`src/rtl/wb_stage_pipelined_pkg.sv`:
```
// Shared types for the registered write-back stage: result-source select,
// load funct3 encodings and the stage FSM states.
package riscv_wb_pkg;

    typedef enum logic [1:0] {
        RS_PC4 = 2'b00,
        RS_ALU = 2'b01,
        RS_MEM = 2'b10,
        RS_IMM = 2'b11
    } result_src_e;

    localparam logic [2:0] F3_LB  = 3'b000;
    localparam logic [2:0] F3_LH  = 3'b001;
    localparam logic [2:0] F3_LW  = 3'b010;
    localparam logic [2:0] F3_LD  = 3'b011;
    localparam logic [2:0] F3_LBU = 3'b100;
    localparam logic [2:0] F3_LHU = 3'b101;
    localparam logic [2:0] F3_LWU = 3'b110;

    typedef enum logic [1:0] {
        IDLE     = 2'b00,
        WAIT_MEM = 2'b01,
        WRITE    = 2'b10
    } wb_state_e;

endpackage

```
`src/rtl/wb_stage_pipelined_load_extend.sv`:
```
// Sub-word load extraction: picks the byte/halfword/word addressed by addr_lsb
// out of the aligned memory word and sign- or zero-extends it to XLEN.
module load_extend
    import riscv_wb_pkg::*;
#(
    parameter int XLEN  = 32,
    parameter int LSB_W = $clog2(XLEN/8)
) (
    input  logic [2:0]       funct3,
    input  logic [LSB_W-1:0] addr_lsb,
    input  logic [XLEN-1:0]  rdata,
    output logic [XLEN-1:0]  ext_data
);

    logic [7:0]      byte_lane [XLEN/8];
    logic [15:0]     half_lane [XLEN/16];
    logic [7:0]      byte_sel;
    logic [15:0]     half_sel;
    logic [XLEN-1:0] lw_val;
    logic [XLEN-1:0] lwu_val;
    logic [XLEN-1:0] ld_val;

    genvar gi;
    generate
        for (gi = 0; gi < XLEN/8; gi++) begin : g_byte
            assign byte_lane[gi] = rdata[gi*8 +: 8];
        end
        for (gi = 0; gi < XLEN/16; gi++) begin : g_half
            assign half_lane[gi] = rdata[gi*16 +: 16];
        end

        if (XLEN == 64) begin : g_rv64
            logic [31:0] word_lane [2];
            logic [31:0] word_sel;
            for (gi = 0; gi < 2; gi++) begin : g_word
                assign word_lane[gi] = rdata[gi*32 +: 32];
            end
            assign word_sel = word_lane[addr_lsb[LSB_W-1]];
            assign lw_val   = {{32{word_sel[31]}}, word_sel};
            assign lwu_val  = {32'd0, word_sel};
            assign ld_val   = rdata;
        end else begin : g_rv32
            // LWU and LD are not defined at XLEN=32, so they fall back to the raw word.
            assign lw_val  = rdata;
            assign lwu_val = rdata;
            assign ld_val  = rdata;
        end
    endgenerate

    assign byte_sel = byte_lane[addr_lsb];
    assign half_sel = half_lane[addr_lsb[LSB_W-1:1]];

    always_comb begin
        ext_data = rdata;
        case (funct3)
            F3_LB:   ext_data = {{(XLEN-8){byte_sel[7]}}, byte_sel};
            F3_LBU:  ext_data = {{(XLEN-8){1'b0}}, byte_sel};
            F3_LH:   ext_data = {{(XLEN-16){half_sel[15]}}, half_sel};
            F3_LHU:  ext_data = {{(XLEN-16){1'b0}}, half_sel};
            F3_LW:   ext_data = lw_val;
            F3_LWU:  ext_data = lwu_val;
            F3_LD:   ext_data = ld_val;
            default: ext_data = rdata;
        endcase
    end

endmodule

```
`src/rtl/wb_stage_pipelined.sv`:
```
// Registered write-back stage: captures one MEM/WB entry, waits for load data
// when needed, and presents a single register-file write per entry.
module wb_stage_pipelined
    import riscv_wb_pkg::*;
#(
    parameter int XLEN  = 32,
    parameter int LSB_W = $clog2(XLEN/8)
) (
    input  logic             clk,
    input  logic             reset,
    input  logic             in_valid,
    output logic             in_ready,
    input  logic [XLEN-1:0]  in_pc_plus4,
    input  logic [XLEN-1:0]  in_alu_result,
    input  logic [XLEN-1:0]  in_imm,
    input  logic [4:0]       in_rd,
    input  logic             in_reg_write,
    input  logic [1:0]       in_result_src,
    input  logic [2:0]       in_funct3,
    input  logic [LSB_W-1:0] in_addr_lsb,
    input  logic             mem_rvalid,
    input  logic [XLEN-1:0]  mem_rdata,
    input  logic             flush,
    output logic             rf_we,
    output logic [4:0]       rf_waddr,
    output logic [XLEN-1:0]  rf_wdata,
    output logic             load_pending,
    output logic [4:0]       pending_rd
);

    wb_state_e         state_reg, state_next;
    logic [XLEN-1:0]   pc4_reg;
    logic [XLEN-1:0]   alu_reg;
    logic [XLEN-1:0]   imm_reg;
    logic [XLEN-1:0]   mem_data_reg;
    logic [4:0]        rd_reg;
    logic              reg_write_reg;
    result_src_e       src_reg;
    logic [2:0]        funct3_reg;
    logic [LSB_W-1:0]  lsb_reg;
    logic              capture;
    logic              latch_mem;
    logic [XLEN-1:0]   ext_data;

    assign in_ready  = (state_reg == IDLE) || (state_reg == WRITE);
    assign capture   = in_valid && in_ready && !flush;
    // Flush wins over a same-cycle response, so the response is simply dropped.
    assign latch_mem = (state_reg == WAIT_MEM) && mem_rvalid && !flush;

    always_comb begin
        state_next = state_reg;
        case (state_reg)
            IDLE, WRITE: begin
                if (capture)
                    state_next = (result_src_e'(in_result_src) == RS_MEM) ? WAIT_MEM : WRITE;
                else
                    state_next = IDLE;
            end
            WAIT_MEM: begin
                if (flush)
                    state_next = IDLE;
                else if (mem_rvalid)
                    state_next = WRITE;
            end
            default: state_next = IDLE;
        endcase
    end

    always_ff @(posedge clk or posedge reset) begin
        if (reset) begin
            state_reg     <= IDLE;
            pc4_reg       <= '0;
            alu_reg       <= '0;
            imm_reg       <= '0;
            mem_data_reg  <= '0;
            rd_reg        <= '0;
            reg_write_reg <= 1'b0;
            src_reg       <= RS_PC4;
            funct3_reg    <= '0;
            lsb_reg       <= '0;
        end else begin
            state_reg <= state_next;
            if (capture) begin
                pc4_reg       <= in_pc_plus4;
                alu_reg       <= in_alu_result;
                imm_reg       <= in_imm;
                rd_reg        <= in_rd;
                reg_write_reg <= in_reg_write;
                src_reg       <= result_src_e'(in_result_src);
                funct3_reg    <= in_funct3;
                lsb_reg       <= in_addr_lsb;
            end
            if (latch_mem)
                mem_data_reg <= mem_rdata;
        end
    end

    load_extend #(
        .XLEN  (XLEN),
        .LSB_W (LSB_W)
    ) u_load_extend (
        .funct3   (funct3_reg),
        .addr_lsb (lsb_reg),
        .rdata    (mem_data_reg),
        .ext_data (ext_data)
    );

    always_comb begin
        rf_we        = 1'b0;
        rf_waddr     = '0;
        rf_wdata     = '0;
        load_pending = 1'b0;
        pending_rd   = '0;
        if (state_reg == WRITE) begin
            rf_we    = reg_write_reg && (rd_reg != 5'd0);
            rf_waddr = rd_reg;
            case (src_reg)
                RS_PC4:  rf_wdata = pc4_reg;
                RS_ALU:  rf_wdata = alu_reg;
                RS_MEM:  rf_wdata = ext_data;
                RS_IMM:  rf_wdata = imm_reg;
                default: rf_wdata = '0;
            endcase
        end
        if (state_reg == WAIT_MEM) begin
            load_pending = 1'b1;
            pending_rd   = rd_reg;
        end
    end

endmodule
```
`config.mk`:
```
export PLATFORM = sky130hd
export DESIGN_NAME = wb_stage_pipelined
export DESIGN_NICKNAME = d
export VERILOG_FILES = /design/src/rtl/wb_stage_pipelined_pkg.sv /design/src/rtl/wb_stage_pipelined_load_extend.sv /design/src/rtl/wb_stage_pipelined.sv
export SDC_FILE = /design/constraint.sdc
export NUM_CORES = 1
export LEC_CHECK = 0
export CORE_MARGIN = 4
export CORE_UTILIZATION = 40
export CTS_BUF_LIST = sky130_fd_sc_hd__clkbuf_2
export DETAILED_ROUTE_END_ITERATION = 6
export DONT_BUFFER_PORTS = 1
export SYNTH_ARGS = -nofsm -noshare
export SYNTH_HDL_FRONTEND = slang
export SYNTH_SLANG_ARGS = --single-unit
```
`constraint.sdc`:
```
create_clock -name clk -period 5.8 [get_ports clk]
set_input_delay 0.29 -clock clk [delete_from_list [all_inputs] [get_ports clk]]
set_output_delay 0.29 -clock clk [all_outputs]
set_load 0.03 [all_outputs]
```
==> reports/metrics.yaml <==
timing:
  slew_headroom: 0.302
  final.period_utilization: 0.619
  max_freq_mhz: 279
  finClkSkew_ns: 0.0225
  worst_slack_ns: 2.21
  fin_tns_setup_ns: 0
  drv_slew: 0
  min_period_ns: 3.59
  finalSetupViolCount: 0
  tightestPinTransition_ns: 1.04
  hold_viol: 0
  rsz0062_at_grt: "no"
pwr:
  clkPwrFrac: 0.223
  leakage_uw: 0.00366
  power_per_cell_area_nw_per_um2: 292
  combinationalPowerShare: 0.274
  ir_drop_v: 0.000247
  switching_power_uw: 886
  seqPwrFrac: 0.503
  power.total_uw: 2600
  swShare: 0.340
  internal_power_uw: 1720
floorplan:
  die_width_microns: 142
  die-area_sq_um: 20100
  start_util: 0.410
  die_h_microns: 142
  io_pins: 191
  coreArea_sq_um: 17400
  rows: 48
synthesis:
  synthCells: 578
  synth_area_sq_um: 7150
  ys_ff_latch: 143
  synth_top_family_by_area: "multiplexers"
  synthSimpleGateAreaFrac: 0.0625
  synthTopCellsByArea: "dfrtp_1 (50%), mux2_2 (23%), mux2i_1 (4.9%), o21ai_0 (3.2%), nand2_1 (2.3%)"
  synth_nets: 724
  synth_area_per_cell_sq_um: 12.4
  yosys_warnings: 0
  synth_fa_ha_area_frac: 0
  seq_area_frac_synth: 0.501
  yosysTopAreaCellShare: 0.501
  synth_largest_area_cell: "dfrtp_1"
  synth_xor_area_frac: 0
  synth_compound_area_frac: 0.116
  synth_mux_area_frac: 0.281
  synth_cell_types: 40
place:
  place_ws_ns: 2.97
  placed_cell_area_sq_um: 7220
  io_buffers: 0
  dp_hpwl_mm: 13.7
  gp_congestion: 0.804
grt:
  antenna_found_initial: 1
  grt_pass1_wl_mm: 31.2
  grtUsageTotal: 0.199
  grt.overflow.total: 0
  grt_pass1_vias: 5567
  grt_max_degree: 77
cts:
  postCtsHoldBufs: 146
  path_clk_slew_ns: 0.22
  clockRootBuffer: "clkbuf_2"
  htreeDepth: 4
  clock_sinks: 143
  post_cts_resize_count: 0
  clk_latency_ns: 0.69
  clockBufferDepth: 2
  cts_tree: "done"
  cts_setup_buffers: 0
  cts-buffers-inserted: 17
routing:
  wire_per_inst_microns: 21.0
  wl_mm: 19.9
  vias_per_cell: 5.41
  drtPass1Iterations: 5
  postRouteAntennaNets: 0
  dr.first_iter.drc_count: 258
  vias: 5126
  drc: 0
min_path:
  hp-class: "input pin to async pin"
setup_path:
  regToRegSetupSlack_ns: 3.11
  cp-endpoint: "rf_wdata[15]"
  path_depth: 5
  startpoint_type: "register"
  arrival_ns: 3.30
  crit_type: "register to output pin"
  cp_cell_sequence: "buf_4 -> nand2b_1 -> a2bb2oi_1 -> a211oi_1 -> a2111oi_2"
  crit_buf_inv: 1
  reg2regPathDepth: 4
  critPathRequiredTime_ns: 5.51
  crit_start: "src_reg[1]"
  crit_path_max_incr_delay_ns: 0.85
  critPathTopFamily: "compound AO/OA/AOI/OAI gates"
  worstPathMaxFanout: 43
  timing.rr.start: "state_reg[0]"
  cpMaxStageDelayCell: "a2111oi_2"
  r2r-end: "alu_reg[12]"
  cp-end-kind: "output pin"
final_layout:
  multiInputGateArea_sq_um: 3290
  num-fill-cells: 1545
  design_area_sq_um: 8920
  drive_above_1_share: 0.283
  regArea_sq_um: 3580
  final_core_util: 0.512
  areaGrowthSynthToFinish_pct: 24.7
  nets: 855
job:
  maxCapViolCount: 0
outcome:
  status: "complete, no violations"
==> placed cells by master, fill, tap and decap left out, types with 11 or more instances in the layout <==
| master | netlist | final |
|---|---|---|
| a21oi_1 | 16 | 16 |
| a22o_1 | 13 | 13 |
| and2_1 | 11 | 11 |
| clkbuf_2 | 0 | 18 |
| dfrtp_1 | 143 | 142 |
| dlygate4sd3_1 | 0 | 146 |
| mux2_2 | 143 | 143 |
| mux2i_1 | 35 | 35 |
| nand2_1 | 44 | 44 |
| o21ai_0 | 45 | 45 |
==> synth_stat cells <==
master,n
dfrtp_1,143
mux2_2,143
o21ai_0,45
nand2_1,44
mux2i_1,35
a21oi_1,16
buf_2,14
a22o_1,13
nor2b_1,12
and2_1,11
buf_6,11
a21oi_2,10
clkbuf_1,9
o221ai_1,8
a22oi_1,7
o22a_1,7
o22ai_1,7
nor2_1,6
buf_4,5
inv_1,5
nand2b_1,5
mux2_1,2
nand3b_1,2
or2_2,2
a2111oi_2,1
a211oi_1,1
a2bb2oi_1,1
a31oi_1,1
and2b_1,1
and2b_2,1
buf_1,1
mux4_2,1
nand3_1,1
nand3_4,1
nor2_4,1
o211ai_2,1
o21ba_2,1
o221ai_4,1
o311a_1,1
or3_1,1
==> cell families after synthesis <==
kind of cell | Yosys count
AOI/OAI and AO/OA | 121
buffers and inverters | 45
DFF | 143
muxes | 181
and+or+nand+nor | 88
==> power groups by stage <==
stage / logic (uW) / clock network, uW / registers (uW)
6_report: 714 / 581 / 1310
5_1_grt: 773 / 654 / 1340
3_5_place_dp: 631 / 0 / 1330
3_3_place_gp: 616 / 0 / 1320
2_1_floorplan: 536 / 0 / 1270
4_1_cts: 715 / 608 / 1310
==> worst register-to-register path, cell delays in order, from the launching register on <==
cell and delay, ns:
dfrtp_1 0.47, nor2b_1 0.20, and2b_4 0.74, buf_4 0.73, mux2_2 0.47
==> metrics by stage <==
| step | instances | hold slack (ns) |
|---|---|---|
| 2_1_floorplan | 578 | 0.353 |
| 3_3_place_gp | 769 | 0.280 |
| 3_5_place_dp | 769 | 0.285 |
| 4_1_cts | 947 | 0.0724 |
| 5_1_grt | 948 | 0.0686 |
| 6_report | 948 | 0.113 |
==> routing by layer <==
metal	up-vias	global-route usage	wire length, microns	share of wire
met1	2581	0.252	8240	0.41
met5	-	0	0	0
li1	2361	-	-	-
met2	167	0.348	10400	0.52
met4	0	0.0444	207	0.010
met3	17	0.0448	1080	0.054
==> worst min path at each step <==
| stage | startpoint | endpoint | depth (start not counted) |
|---|---|---|---|
| 2_1_floorplan | flush | state_reg[0] | 1 |
| 3_3_place_gp | reset | pc4_reg[5] | 1 |
| 4_1_cts | reset | mem_data_reg[29] | 2 |
| 5_1_grt | reset | mem_data_reg[6] | 2 |
| 6_report | reset | alu_reg[5] | 2 |
| 3_5_place_dp | reset | alu_reg[5] | 1 |
==> area by class of cell <==
class / instances / area share
diodes: 1 / 0.000281
clock inverters: 14 / 0.0159
inverters: 5 / 0.00267
multi-input cells: 390 / 0.369
repair buffers: 152 / 0.169
clock buffers: 18 / 0.0101
flip-flops and latches: 143 / 0.401
well taps: 225 / 0.0316
Power figures use the tool's default switching activity.
